## src/rtl/tower_game_fsm.sv

```systemverilog
// Gameplay controller for the tower-stacking game: sequences rows with a counter,
// tracks chances and score, and drives load/enable strobes for the gameplay datapath.
module tower_game_fsm #(
    parameter int NUM_ROWS   = 7,
    parameter int ROW_W      = 3,
    parameter int Y_BASE     = 104,
    parameter int ROW_HEIGHT = 16,
    parameter int X_MIN      = 0,
    parameter int X_MAX      = 144,
    parameter int X_W        = 8,
    parameter int Y_W        = 7,
    parameter int CHANCES    = 3,
    parameter int CH_W       = 2,
    parameter int SCORE_W    = 4
) (
    input  logic               clk,
    input  logic               reset,
    input  logic               s,
    input  logic               p,
    input  logic               o,
    output logic               ld_x,
    output logic               ld_y,
    output logic               ld_d,
    output logic               enable,
    output logic               save_x,
    output logic               new_direction,
    output logic [X_W-1:0]     new_x_position,
    output logic [Y_W-1:0]     new_y_position,
    output logic [1:0]         game_status,
    output logic [ROW_W-1:0]   row,
    output logic [SCORE_W-1:0] score,
    output logic [CH_W-1:0]    chances_left
);

    typedef enum logic [2:0] {
        PREP   = 3'd0,
        MOVE   = 3'd1,
        PAUSED = 3'd2,
        PLACE  = 3'd3,
        WIN    = 3'd4,
        LOSE   = 3'd5
    } state_t;

    localparam logic [ROW_W-1:0] LAST_ROW     = ROW_W'(NUM_ROWS - 1);
    localparam logic [CH_W-1:0]  CHANCES_INIT = CH_W'(CHANCES);

    state_t             state_q, state_d;
    logic [ROW_W-1:0]   row_q, row_d;
    logic [SCORE_W-1:0] score_q, score_d;
    logic [CH_W-1:0]    chances_q, chances_d;
    logic               s_q, p_q;
    logic               s_rise, p_rise;
    logic               accept;
    logic [Y_W-1:0]     row_y;

    // Key history resets high so a key held through reset is not seen as a press.
    always_ff @(posedge clk or posedge reset) begin
        if (reset) begin
            state_q   <= PREP;
            row_q     <= '0;
            score_q   <= '0;
            chances_q <= CHANCES_INIT;
            s_q       <= 1'b1;
            p_q       <= 1'b1;
        end else begin
            state_q   <= state_d;
            row_q     <= row_d;
            score_q   <= score_d;
            chances_q <= chances_d;
            s_q       <= s;
            p_q       <= p;
        end
    end

    assign s_rise = s & ~s_q;
    assign p_rise = p & ~p_q;
    assign accept = (row_q == '0) || o;
    // Modular arithmetic in Y_W bits gives the truncated row height directly.
    assign row_y  = Y_W'(Y_BASE) - Y_W'(row_q) * Y_W'(ROW_HEIGHT);

    always_comb begin
        state_d        = state_q;
        row_d          = row_q;
        score_d        = score_q;
        chances_d      = chances_q;
        ld_x           = 1'b0;
        ld_y           = 1'b0;
        ld_d           = 1'b0;
        enable         = 1'b0;
        save_x         = 1'b0;
        new_direction  = 1'b0;
        new_x_position = '0;
        new_y_position = '0;
        game_status    = 2'b01;

        case (state_q)
            PREP: begin
                ld_x           = 1'b1;
                ld_y           = 1'b1;
                ld_d           = 1'b1;
                new_direction  = ~row_q[0];
                new_x_position = row_q[0] ? X_W'(X_MAX) : X_W'(X_MIN);
                new_y_position = row_y;
                state_d        = MOVE;
            end
            MOVE: begin
                enable = 1'b1;
                if (p_rise) begin
                    state_d = PAUSED;
                end else if (s_rise) begin
                    state_d = PLACE;
                end
            end
            PAUSED: begin
                game_status = 2'b00;
                if (p_rise) begin
                    state_d = MOVE;
                end
            end
            PLACE: begin
                if (accept) begin
                    save_x = 1'b1;
                    if (row_q != '0 && score_q != '1) begin
                        score_d = score_q + 1'b1;
                    end
                    if (row_q == LAST_ROW) begin
                        state_d = WIN;
                    end else begin
                        row_d   = row_q + 1'b1;
                        state_d = PREP;
                    end
                end else if (chances_q == CH_W'(1)) begin
                    chances_d = '0;
                    state_d   = LOSE;
                end else begin
                    chances_d = chances_q - 1'b1;
                    state_d   = PREP;
                end
            end
            WIN, LOSE: begin
                game_status = (state_q == WIN) ? 2'b10 : 2'b11;
                if (s_rise) begin
                    row_d     = '0;
                    score_d   = '0;
                    chances_d = CHANCES_INIT;
                    state_d   = PREP;
                end
            end
            default: begin
                state_d = PREP;
            end
        endcase
    end

    assign row          = row_q;
    assign score        = score_q;
    assign chances_left = chances_q;

endmodule

```

## config.mk

```make
export PLATFORM = sky130hd
export DESIGN_NAME = tower_game_fsm
export DESIGN_NICKNAME = d
export VERILOG_FILES = /design/src/rtl/tower_game_fsm.sv
export SDC_FILE = /design/constraint.sdc
export NUM_CORES = 1
export LEC_CHECK = 0
export CORE_MARGIN = 2
export CORE_UTILIZATION = 43
export DETAILED_ROUTE_END_ITERATION = 6
export PLACE_DENSITY = 0.9
export SYNTH_ARGS = -nofsm -noshare
export SYNTH_HDL_FRONTEND = slang
export SYNTH_SLANG_ARGS = --single-unit
```

## constraint.sdc

```tcl
create_clock -name clk -period 2 [get_ports clk]
set_clock_uncertainty 0.05 [all_clocks]
set_input_delay 0.4 -clock clk [delete_from_list [all_inputs] [get_ports clk]]
set_output_delay 0.4 -clock clk [all_outputs]
set_load 0.01 [all_outputs]
```

# Word level (Yosys, flattened, before mapping)
# Index checks and enable logic that the tools add are counted.
[totals]
mem_bits_ro = 0
memories = 0
ram_bits = 0
out_inout_bits = 32
latchBits = 0
elab_cells = 70
input_bits = 5
register_bits = 14
[classes]
mul = 0
n_reduce_logical = 11
n_bitwise = 5
div_mod_pow = 0
addsub = 4
eq_ne = 15
shift = 0
n_lt_le_gt_ge = 0
n_mux = 29
[ops]
columns = ["operator", "n"]
rows = [
  ["$mux 3", 9],
  ["$mux 8", 2],
  ["$pmux 3 s5", 1],
  ["$mux 4", 3],
  ["$ne 2x2->1 const B", 6],
  ["$eq 3x3->1 const B", 3],
  ["$pmux 2 s2", 2],
  ["$pmux 4 s2", 1],
  ["$reduce_and 4->1", 2],
  ["$mux 7", 1],
  ["$sub 7x7->7 const A", 1],
  ["$eq 3x2->1 const B", 2],
  ["$logic_not 3->1", 2],
  ["$mux 1", 6],
  ["$mux 2", 3],
  ["$pmux 3 s2", 1],
  ["$reduce_and 3->1", 2],
  ["$add 4x1->4 const B", 1],
  ["$ne 4x4->1 const B", 1],
  ["$add 3x1->3 const B", 1],
  ["$eq 3x1->1 const B", 1],
  ["$ne 3x3->1 const B", 1],
  ["$not 1->1", 3],
  ["$reduce_bool 3->1", 1],
  ["7 further kinds", 8],
]

# Logic depth before layout (Yosys ltp)
[logic_depth]
ltp_word = 5
depth_mapped = 6
ltp_nobuf = 6

# Least setup slack after synthesis
# OpenSTA, ideal clock, no wires.
[synth_timing]
path_kind = "register to register"
startpoint = "register row_q[0] (netlist: row[0])"
endpoint = "register score_q[0] (netlist: score[0])"
synth_period_minus_slack_ps = 1756
required_time_ps = 1825
path_slack_ps = 244
n_path_buf = 0
t_arrival_ps = 1581
stages_incl_launch_ff = 7
setup_time_ps = 125
cell_sequence = "dfrtp_1 -> inv_1 -> ha_1 -> nor2b_1 -> nor4_4 -> nor2_1 -> mux2_2"
[synth_via]
elab_chain_len = 4
elab_cells_between_ends = 7
cone_classes = "eq/ne: 2; reduce/logical: 5"
[synth_lines]
columns = ["item", "line", "rtl"]
rows = [
  ["start, declared", "48", "logic [ROW_W-1:0] row_q, row_d;"],
  ["start signal, assigned", "67", "row_q <= row_d;"],
  ["$reduce_bool 3->1 or $logic_not 3->1 (tied branches)", "123, 77", ""],
  ["$logic_and 1x1->1 or $logic_or 1x1->1 (tied branches)", "123, 77", ""],
  ["$ne 2x2->1 (no source line)", "--", ""],
  ["$reduce_and 4->1 (no source line) *", "--", ""],
  ["end signal, assigned", "68", "score_q <= score_d;"],
  ["end, declared", "49", "logic [SCORE_W-1:0] score_q, score_d;"],
]
# Every way passes the cells marked *; elsewhere a longest branch is shown, timed or not.
# A chain may end at the register's enable or synchronous reset.

# Final worst setup path
[layout_timing]
startpoint = "register state_q[2]"
endpoint = "output port game_status[0]"
[layout_via]
elab_chain_len = 3
elab_cells_between_ends = 6
cone_classes = "eq/ne: 3; mux: 2; reduce/logical: 1"
[layout_lines]
columns = ["item", "line", "rtl"]
rows = [
  ["start, declared", "47", "state_t state_q, state_d;"],
  ["start signal, assigned", "66", "state_q <= state_d;"],
  ["$eq 3x3->1 (on tied branches)", "96, 141", ""],
  ["$mux 1 or $reduce_or 2->1 (tied branches)", "141, 96", ""],
  ["$pmux 2 s2 *", "96", "case (state_q)"],
  ["end, declared", "29", "output logic [1:0] game_status,"],
]
# Marked as above.

==> qor.yml <==
status:
  status: "finished clean"
worst_setup_path:
  start_kind: "register"
  reg2reg_depth: 6
  arrival_ns: 1.47
  worstReg2RegEnd: "chances_left[1]$_DFFE_PP1P_"
  r2r_start: "state_q[2]$_DFFE_PP0P_"
  critPathKind: "register to output pin"
  cp.required_ns: 1.55
  r2r_slack_ns: 0.30
  cp-end-kind: "output pin"
  cp_max_fo: 4
clocking:
  cts.sinks: 14
  cts_hold_buf: 0
  worstSkewPairLatency_ns: 0.27
  clkSlewWorstSetupHoldPaths_ns: 0.08
  h-tree-depth: 1
  cts_tree: "done"
  cts_inserted_buffers: 3
  cts_buffer_depth: 2
  root_buffer: "clkbuf_4"
logic_synthesis:
  synth.cell_area_um2: 958
  syn_inst: 103
  yosysTopAreaCellShare_pct: 26.1
  synth_seq_area_share_pct: 37.1
  yosys_warnings: 0
  ys_seq_elements: 14
  yosys.cell_count.top_type: "buf_4"
  synth_edf_count: 0
  synth_top_area_cell: "dfrtp_1"
  synth_async_sr_flop_share_pct: 100
  postSynthAreaPerCell_um2: 9.31
  synthFlopType: "dfrtp_1"
  yosys-top-cells-count: "14 x buf_4, 10 x dfrtp_1, 9 x a21oi_1"
  netlist_top_cells_area: "dfrtp_1 26%, buf_4 11%, dfstp_2 11%"
  synth_cell_types: 36
routing:
  route.detailed.drc: 0
  dr.pass1.iters: 4
  ant_nets: 0
  wl_per_cell_um: 12.4
  wl_mm: 2.12
  avgViaCountPerCell: 5.01
  vias: 857
  drt_iter0_markers: 14
timing:
  fin_ws_ns: 0.0838
  min_period_ns: 1.92
  holdWs_ns: 0.410
  setup_violations: 0
  rsz0062_at_grt: "yes"
  tightest_slew_ns: 0.523
  post-route-period-util_pct: 95.8
  hold_violations: 0
  max_freq_mhz: 522
  slew_violations: 0
  slew_headroom_pct: 65.1
hold_path:
  hold_class: "input port to asynchronous set/reset pin"
pwr:
  power.density_mw_per_mm2: 1450
  p_total_uw: 1920
  cellLeakagePower_uw: 0.000654
  ir_worst_vdd_mv: 0.668
placement:
  place_ws_ns: -0.276
  numPortBuffers: 27
  dp.cells: 166
  hpwl_mm: 1.65
  globalplace.congestion: 0.994
die:
  placementRows: 17
  die_width_um: 51.2
  die_area_mm2: 0.00262
  fp.dieH_um: 51.2
  fp.coreArea_mm2: 0.00215
  start_util_pct: 44.6
  io_pins: 37
layout:
  fill_cells: 174
  multiInputGateArea_um2: 512
  stdcell_count: 171
  antennaDiodeCount: 0
  register_area_um2: 355
  drive_gt1_share_pct: 25.9
  areaGrowthSynthToFinish_pct: 38.1
  num-nets-final: 154
  fin_util_pct: 61.6
global_route:
  grt.overflow.total: 0
  grt_usage_pct: 18.3
  first_global_vias: 869
  grt_pass1_wl_mm: 3.64
  antenna_found_initial: 0
  grt_max_degree: 15
flow_run:
  max_cap_violations: 0
kinds of logic (layout without fill, tap and decap cells):
| kind of cell | count (synthesis) | count (layout) | synth area share (%) |
|---|---|---|---|
| multiplexers | 2 | 2 | 2.22 |
| AND/OR/NAND/NOR | 33 | 33 | 22.5 |
| buffers and inverters | 22 | 54 | 14.1 |
| XOR/XNOR | 2 | 2 | 1.83 |
| AO/OA/AOI/OAI | 24 | 24 | 15.4 |
| flip-flops | 14 | 14 | 37.1 |
| other | 1 | 9 | 0.391 |
| adder cells (fa/ha/maj) | 5 | 5 | 6.53 |
routing by layer:
layer,vias to the layer above,GRT usage (%),wire length (µm)
li1,417,-,-
met1,401,20.3,915
met2,35,33.3,1050
met3,4,2.34,102
met4,0,10.1,42
met5,-,0,0
placed cells by master, fill, tap and decap left out, drive strengths merged, types with 4 or more instances in the layout:
cell,n
dfrtp,10
clkbuf,7
dfstp,4
buf,18
dlygate4sd2,5
clkdlybuf4s50,13
a21oi,9
clkdlybuf4s15,4
o21ai,5
nor2,8
inv,7
conb,9
ha,5
registers in the layout (all words and copies together) (netlist names):
signal        flops
state_q           3
chances_left      2
score             4
row               3
s_q               1
p_q               1
report_power, final:
part | internal [µW] | switching [µW]
combinational | 644 | 597
sequential | 405 | 81.1
clock | 110 | 87.1
timing repair:
action,CTS,global route
pin swaps,1,0
resized for setup,23,11
buffers inserted,1,0
endpoints found under the setup margin,14,8
worst max-delay path, cell delays in order, from the launching register on:
cell     delay [ns]
dfrtp_1        0.40
buf_4          0.14
buf_4          0.14
or2b_1         0.22
a21o_1         0.17
buf_2          0.13
area by class of cell:
cell class                      instances  share of cell area, %
Multi-Input combinational cell         75                   38.7
Tap cell                               28                   2.65
Sequential cell                        14                   26.8
Timing Repair Buffer                   43                   27.1
Inverter                                7                   1.98
Clock buffer                            4                   2.74
per-stage QoR:
step                      setup TNS (ns)  cell area [µm²]
final                                  0             1320
after global routing            -0.00808             1320
after CTS                              0             1340
after detailed placement          -0.458             1300
after global placement            -0.230             1300
after floorplan                        0              988
worst max-delay path by stage:
stage	end	depth (start not counted)	from	slack [ns]
finish	game_status[0]	5	state_q[2]$_DFFE_PP0P_	0.08
global route	ld_x	3	state_q[2]$_DFFE_PP0P_	-0.005
CTS	new_x_position[4]	3	state_q[2]$_DFFE_PP0P_	0.008
detailed placement	save_x	4	o	-0.28
global placement	save_x	4	o	-0.23
floorplan	score[0]$_DFFE_PP0P_	6	row[0]$_DFFE_PP0P_	0.24
Power figures use the tool's default switching activity.
